## src/rtl/cook_timer_ctrl.sv

```systemverilog
// mm:ss BCD countdown controller: set/start/pause/clear, then a bounded alarm.
// Optional blink output enabled by defining COOK_TIMER_BLINK_EN.
module cook_timer_ctrl #(
  parameter int unsigned ALARM_SEC = 10
) (
  input  logic       clk,
  input  logic       reset_n,
  input  logic       clk_sec,
  input  logic       btn_start,
  input  logic       btn_min_inc,
  input  logic       btn_sec_inc,
  input  logic       btn_clear,
  output logic [3:0] min10,
  output logic [3:0] min1,
  output logic [3:0] sec10,
  output logic [3:0] sec1,
  output logic       running,
  output logic       alarm
`ifdef COOK_TIMER_BLINK_EN
  ,
  output logic       blink
`endif
);

  typedef enum logic [1:0] {ST_IDLE, ST_RUN, ST_PAUSE, ST_ALARM} state_t;

  localparam logic [7:0] ALARM_LIMIT = 8'(ALARM_SEC);

  state_t     state_q, state_d;
  logic [3:0] min10_q, min10_d, min1_q, min1_d;
  logic [3:0] sec10_q, sec10_d, sec1_q, sec1_d;
  logic [7:0] acnt_q, acnt_d;
  logic       running_q, running_d, alarm_q, alarm_d;
  logic       time_zero, time_one;

  assign time_zero = (min10_q == 4'd0) && (min1_q == 4'd0) &&
                     (sec10_q == 4'd0) && (sec1_q == 4'd0);
  assign time_one  = (min10_q == 4'd0) && (min1_q == 4'd0) &&
                     (sec10_q == 4'd0) && (sec1_q == 4'd1);

  always_comb begin
    state_d = state_q;
    min10_d = min10_q;
    min1_d  = min1_q;
    sec10_d = sec10_q;
    sec1_d  = sec1_q;
    acnt_d  = acnt_q;
    if (btn_clear) begin
      state_d = ST_IDLE;
      min10_d = 4'd0;
      min1_d  = 4'd0;
      sec10_d = 4'd0;
      sec1_d  = 4'd0;
      acnt_d  = 8'd0;
    end else if (btn_start) begin
      case (state_q)
        ST_IDLE:  if (!time_zero) state_d = ST_RUN;
        ST_RUN:   state_d = ST_PAUSE;
        ST_PAUSE: if (!time_zero) state_d = ST_RUN;
        default: begin
          state_d = ST_IDLE;
          acnt_d  = 8'd0;
        end
      endcase
    end else if (state_q == ST_IDLE || state_q == ST_PAUSE) begin
      if (btn_min_inc) begin
        if (min1_q == 4'd9) begin
          min1_d  = 4'd0;
          min10_d = (min10_q == 4'd9) ? 4'd0 : min10_q + 4'd1;
        end else begin
          min1_d = min1_q + 4'd1;
        end
      end
      // Seconds wrap 59 -> 00 on their own; minutes are not touched.
      if (btn_sec_inc) begin
        if (sec1_q == 4'd9) begin
          sec1_d  = 4'd0;
          sec10_d = (sec10_q == 4'd5) ? 4'd0 : sec10_q + 4'd1;
        end else begin
          sec1_d = sec1_q + 4'd1;
        end
      end
    end else if (state_q == ST_RUN && clk_sec) begin
      if (time_one) begin
        sec1_d  = 4'd0;
        state_d = ST_ALARM;
        acnt_d  = 8'd0;
      end else if (sec1_q != 4'd0) begin
        sec1_d = sec1_q - 4'd1;
      end else begin
        sec1_d = 4'd9;
        if (sec10_q != 4'd0) begin
          sec10_d = sec10_q - 4'd1;
        end else begin
          sec10_d = 4'd5;
          if (min1_q != 4'd0) begin
            min1_d = min1_q - 4'd1;
          end else begin
            min1_d  = 4'd9;
            min10_d = min10_q - 4'd1;
          end
        end
      end
    end else if (state_q == ST_ALARM && clk_sec) begin
      if (acnt_q + 8'd1 == ALARM_LIMIT) begin
        state_d = ST_IDLE;
        acnt_d  = 8'd0;
      end else begin
        acnt_d = acnt_q + 8'd1;
      end
    end
    running_d = (state_d == ST_RUN);
    alarm_d   = (state_d == ST_ALARM);
  end

  always_ff @(posedge clk or negedge reset_n) begin
    if (!reset_n) begin
      state_q   <= ST_IDLE;
      min10_q   <= 4'd0;
      min1_q    <= 4'd0;
      sec10_q   <= 4'd0;
      sec1_q    <= 4'd0;
      acnt_q    <= 8'd0;
      running_q <= 1'b0;
      alarm_q   <= 1'b0;
    end else begin
      state_q   <= state_d;
      min10_q   <= min10_d;
      min1_q    <= min1_d;
      sec10_q   <= sec10_d;
      sec1_q    <= sec1_d;
      acnt_q    <= acnt_d;
      running_q <= running_d;
      alarm_q   <= alarm_d;
    end
  end

  assign min10   = min10_q;
  assign min1    = min1_q;
  assign sec10   = sec10_q;
  assign sec1    = sec1_q;
  assign running = running_q;
  assign alarm   = alarm_q;

`ifdef COOK_TIMER_BLINK_EN
  logic blink_q, blink_d;

  // Toggle only while staying in PAUSE/ALARM; any move to IDLE or RUN clears it.
  always_comb begin
    blink_d = blink_q;
    if (state_d == ST_IDLE || state_d == ST_RUN) begin
      blink_d = 1'b0;
    end else if (clk_sec && !btn_clear && !btn_start &&
                 (state_q == ST_PAUSE || state_q == ST_ALARM)) begin
      blink_d = ~blink_q;
    end
  end

  always_ff @(posedge clk or negedge reset_n) begin
    if (!reset_n) blink_q <= 1'b0;
    else          blink_q <= blink_d;
  end

  assign blink = blink_q;
`endif

endmodule

```

## config.mk

```make
export PLATFORM = sky130hd
export DESIGN_NAME = cook_timer_ctrl
export DESIGN_NICKNAME = d
export VERILOG_FILES = /design/src/rtl/cook_timer_ctrl.sv
export SDC_FILE = /design/constraint.sdc
export NUM_CORES = 1
export LEC_CHECK = 0
export CAP_MARGIN = 20
export CORE_UTILIZATION = 50
export CTS_BUF_LIST = sky130_fd_sc_hd__clkbuf_8
export CTS_CLUSTER_DIAMETER = 30
export CTS_CLUSTER_SIZE = 20
export DETAILED_ROUTE_END_ITERATION = 7
export GPL_TIMING_DRIVEN = 0
export PLACE_DENSITY = 0.68
export REMOVE_ABC_BUFFERS = 1
export SLEW_MARGIN = 15
export SYNTH_ARGS = -nofsm -noshare
export SYNTH_HDL_FRONTEND = slang
export SYNTH_SLANG_ARGS = --single-unit
```

## constraint.sdc

```tcl
create_clock -name clk -period 2.72 [get_ports clk]
set_clock_uncertainty 0.2 [all_clocks]
set_input_delay 0.272 -clock clk [delete_from_list [all_inputs] [get_ports clk]]
set_output_delay 0.272 -clock clk [all_outputs]
set_load 0.02 [all_outputs]
```

Word level (Yosys, flattened, before mapping) --
Index checks and enable logic that the tools add are counted.
Word-level totals: bits in registers 28, bits in latches 0, RAM bits 0, bits in read-only memories 0, output and inout port bits 18, logic and storage cells 120, memories kept 0
Operators by class: add/subtract/negate cells 9, multiply operators 0, div/mod/pow operators 0, order comparisons 0, equal/unequal tests 23, shift-type cells 0, mux-type cells 56, bitwise gates (word level) 0, reduce and logical (&&, ||, !) cells 24
Operators by type and width (count):
- 4-bit 2-to-1 mux | 39
- 8-bit 2-to-1 mux | 8
- 3-bit inequality test, second input constant | 6
- 4-bit by 1-bit adder with 4-bit output, second input constant | 4
- 4-bit zero test | 4
- 2-bit 2-to-1 mux | 8
- 4-bit nonzero test | 4
- 4-bit by 1-bit subtractor with 4-bit output, second input constant | 4
- 4-bit == test, second input constant | 3
- 3-bit by 2-bit inequality test with 1-bit output, second input constant | 4
- 6-bit AND reduction | 2
- 8-bit by 1-bit adder with 8-bit output, second input constant | 1
- 8-bit by 4-bit == test with 1-bit output, second input constant | 1
- 8-bit AND reduction | 1
- 2-bit == test, second input constant | 3
- 1-bit logical AND | 6
- 2-bit by 1-bit == test with 1-bit output, second input constant | 2
- 4-bit by 1-bit == test with 1-bit output, second input constant | 1
- 4-bit by 3-bit == test with 1-bit output, second input constant | 1
- 4-bit inequality test, second input constant | 1
- 2-bit one-hot mux with 2 select lines | 1
- 4-bit AND reduction | 1
- 3-bit AND reduction | 1
- 3-bit nonzero test | 1
- other kinds (5) | 5

Logic depth before layout (Yosys ltp) --
Gate-level depths: netlist (run 1).
depth after elaboration 10, depth in mapped cells 8

Worst setup path before layout (run 1) --
Ideal clock, no wire load.
path kind flip-flop to flip-flop, start point register min10_q[0] (netlist: min10[0]), end point register min10_q[0] (netlist: min10[0]), library setup time 118 ps, data arrival time 1951 ps, path slack 451 ps, cell stages (with the launch flop) 9, path buffers 0, clock period less this slack 2269 ps, cells stage by stage dfrtp_1 inv_1 ha_1 nor3b_1 nand4_1 a31oi_4 o21bai_4 nor3_1 a21o_1
Between the ends: cells in the longest elaborated chain, start to end 9
Ends and longest elaborated chain:
- start, declared | RTL line 30 | logic [3:0] min10_q, min10_d, min1_q, min1_d;
- start signal, assigned | RTL line 128 | min10_q <= min10_d;
- 4-bit by 1-bit subtractor with 4-bit output | RTL line 100 | min10_d = min10_q - 4'd1;
- 4-bit 2-to-1 mux | RTL line 96 | if (min1_q != 4'd0) begin
- 4-bit 2-to-1 mux | RTL line 92 | if (sec10_q != 4'd0) begin
- 4-bit 2-to-1 mux | RTL line 88 | end else if (sec1_q != 4'd0) begin
- 4-bit 2-to-1 mux | RTL line 84 | if (time_one) begin
- 4-bit 2-to-1 mux | RTL line 83 | end else if (state_q == ST_RUN && clk_sec) begin
- 4-bit 2-to-1 mux | RTL line 65 | end else if (state_q == ST_IDLE || state_q == ST_PAUSE) begin
- 4-bit 2-to-1 mux | RTL line 55 | end else if (btn_start) begin
- 4-bit 2-to-1 mux | RTL line 48 | if (btn_clear) begin
Several ways; a longest one is shown, not always the timed one. The select of a mux whose other input is x is not followed. A chain may end at the register's enable or synchronous reset.

Final worst setup path (run 1) --
Same ends and word-level chain as after synthesis.

==> results of run 1 <==
[cell type report]
class | instances | area (um2)
inverter | 14 | 52.55
fill | 382 | 1664
clock buffer | 3 | 41.29
timing repair buffer | 25 | 245.2
tap | 50 | 62.56
multi-input combinational | 199 | 1319
sequential | 28 | 701.9
[worst paths after layout]
path | end | slack, ns | cells past startpoint
min in group asynchronous | min10[0] | 0.35 | 2
worst max-delay path | min10[0] | 0.20 | 8
worst min-delay path | acnt_q[7] | 0.31 | 1
worst min register to register | acnt_q[7] | 0.31 | 1
max in group asynchronous | state_q[0] | 1.52 | 2
worst max register to register | min10[0] | 0.20 | 8
[layer usage]
layer	vias up	track usage, %	wire length [um]
li1	961	-	-
met1	885	28.68	2283
met2	30	33.54	2052
met3	2	3.500	130
met4	0	2.344	14
met5	-	0	0
[state kept, by name (all words and copies together) (netlist names)]
signal / cells
alarm: 1
sec10: 4
state_q: 2
min1: 4
sec1: 4
min10: 4
running: 1
acnt_q: 8
[power breakdown]
| part | leakage [nW] | internal, mW | switching (mW) |
|---|---|---|---|
| combinational | 0.548 | 0.305 | 0.348 |
| clock | 0.0216 | 0.0992 | 0.116 |
| sequential | 0.375 | 0.474 | 0.160 |
| total | 0.945 | 0.878 | 0.623 |
[cells by family (layout without fill, tap and decap cells)]
family | Yosys count | in the layout | share of synthesized area (%)
DFF | 28 | 28 | 32.35
and+or+nand+nor | 95 | 95 | 23.80
AOI/OAI and AO/OA | 83 | 83 | 26.17
adders and majority gates | 10 | 10 | 5.777
buffers and inverters | 27 | 42 | 6.759
xor gates and xnor gates | 4 | 4 | 1.618
muxes | 7 | 7 | 3.524
[through the flow]
stage,instances,hold slack [ns]
2_1_floorplan,241,-0.2236
6_report,319,0.3112
4_1_cts,319,0.3061
5_1_grt,319,0.3156
3_5_place_dp,315,0.1270
3_3_place_gp,315,0.2756
[layout by cell type, fill, tap and decap left out, types with 5 or more instances in the layout]
cell	synthesis	layout
nand2_1	29	29
dfrtp_1	28	27
nor2_1	25	25
o21ai_0	25	25
clkdlybuf4s50_1	0	23
a21oi_1	19	19
inv_1	14	14
nand3_1	11	11
ha_1	10	10
nor3_1	7	7
mux2_2	5	5
[timing repair]
action	4_1_cts	5_1_grt
endpoints found under the hold margin	28	0
hold buffers	1	0
resized for setup	1	0
endpoints found under the setup margin	2	0
setup buffers	0	0
==> metrics, run 1 <==
setup TNS 0 ns; drt drc 0; fin. max-slew vios 0; DR WL/cell 14.04 um; Slew HR 51.30%; Ports 25; CP Cell Sequence inv_1 -> ha_1 -> nor3b_1 -> nand4_1 -> a31oi_4 -> o21bai_4 -> nor3_1 -> a21o_1; Layout Nets 288; synthesized flop and latch total 28; max-cap check violation count 0; Area Overhead vs Synth 11.84%; Reg-to-Reg Start min10[0]; min-delay worst type reg2reg; Clock Path Buffers 2; Reg clk slew, reported paths 0.09 ns; CP max FO 8; root buffer cell clkbuf_8; DIE HEIGHT 67.82 um; post-layout min period 2.523 ns; total global routing overflow 0; TritonCTS buffer count 3; ANT cells 0; Async SR Flop Fraction 100.0%; Syn. warnings 0; Avg Vias per Cell 5.887; critical path type reg2reg; Critical path origin min10[0]; P per Cell Area 619.9 nW/um2; clock sink count 28; critical path's top delay family simple AND/OR/NAND/NOR gates; Pre-antenna DRT Iters 4; hold path start acnt_q[7]; Area contributors post-synth dfrtp_1, ha_1, o21ai_0; total power draw 1.502 mW; worst path bufs/invs 1; Synth area leader dfrtp_1; starting density of the core 53.00%; Initial DRC Count 142; Synth Flop Type dfrtp_1; slowest CP cell dfrtp_1; vias in the first global route 1599; Mapped Avg Cell Area 8.527 um2; DRT Wirelength 4480 um; H-tree depth 1; Max stage delay on crit path 0.47 ns; Synth top cells by count nand2_1, dfrtp_1, nor2_1, o21ai_0, a21oi_1; CTS tree built; synth unique cells 55; EDFF count, synth 0; final instance area 2422 um2; final hold vios 0; via count 1878; Seq/Total Area, Yosys 32.35%; leakage 0.9452 nW; fmax 396.4 MHz; initial antenna violation count 0; Worst setup EP type register; Worst-Margin Slew 0.7282 ns; Yosys top cell area share 32.35%; CP startpoint kind register; Placeable Area 4086 um2; GP Congestion 0.8266; DP HPWL 3202 um; status complete, no violations; Worst Path Arrival 2.49 ns; Mapped Cells 254; row count 23; port buffer count 24; Post-Syn Area 2166 um2; Placed Area 2370 um2; Final Setup Violations 0; post-layout util 59.28%; Worst-Skew Late Latency 0.27 ns; GRT Util Overall 20.35%; pre-CTS setup slack -0.09453 ns; worst path required time 2.69 ns; layout cells sized above 1 8.178%; die area 4599 um2; RSZ-0062 raised after global routing no; post-route ant nets 0; largest net degree at the start of global routing 29; wire length of the first global-routing pass 7279 um; Die W 67.82 um; worst setup margin 0.1970 ns; maximum vdd drop 0.0004707 V; most common cell in the synthesized netlist nand2_1; period utilisation layout 92.76%
Note: power is estimated with default switching activity, not from simulation.
==> run 2: changes to the inputs <==
--- a/config.mk
+++ b/config.mk
@@ -12,6 +12,7 @@
 export CTS_CLUSTER_SIZE = 20
 export DETAILED_ROUTE_END_ITERATION = 7
 export GPL_TIMING_DRIVEN = 0
+export MAX_ROUTING_LAYER = met4
 export PLACE_DENSITY = 0.68
 export REMOVE_ABC_BUFFERS = 1
 export SLEW_MARGIN = 15
==> results of run 2 <==
The final DEF is identical to that of run 1; final timing and power are the same.
Main changes from that run: final weighted congestion in routability-driven placement 0.8266 -> 0.8391; overall routing resource usage 20.35% -> 20.94%
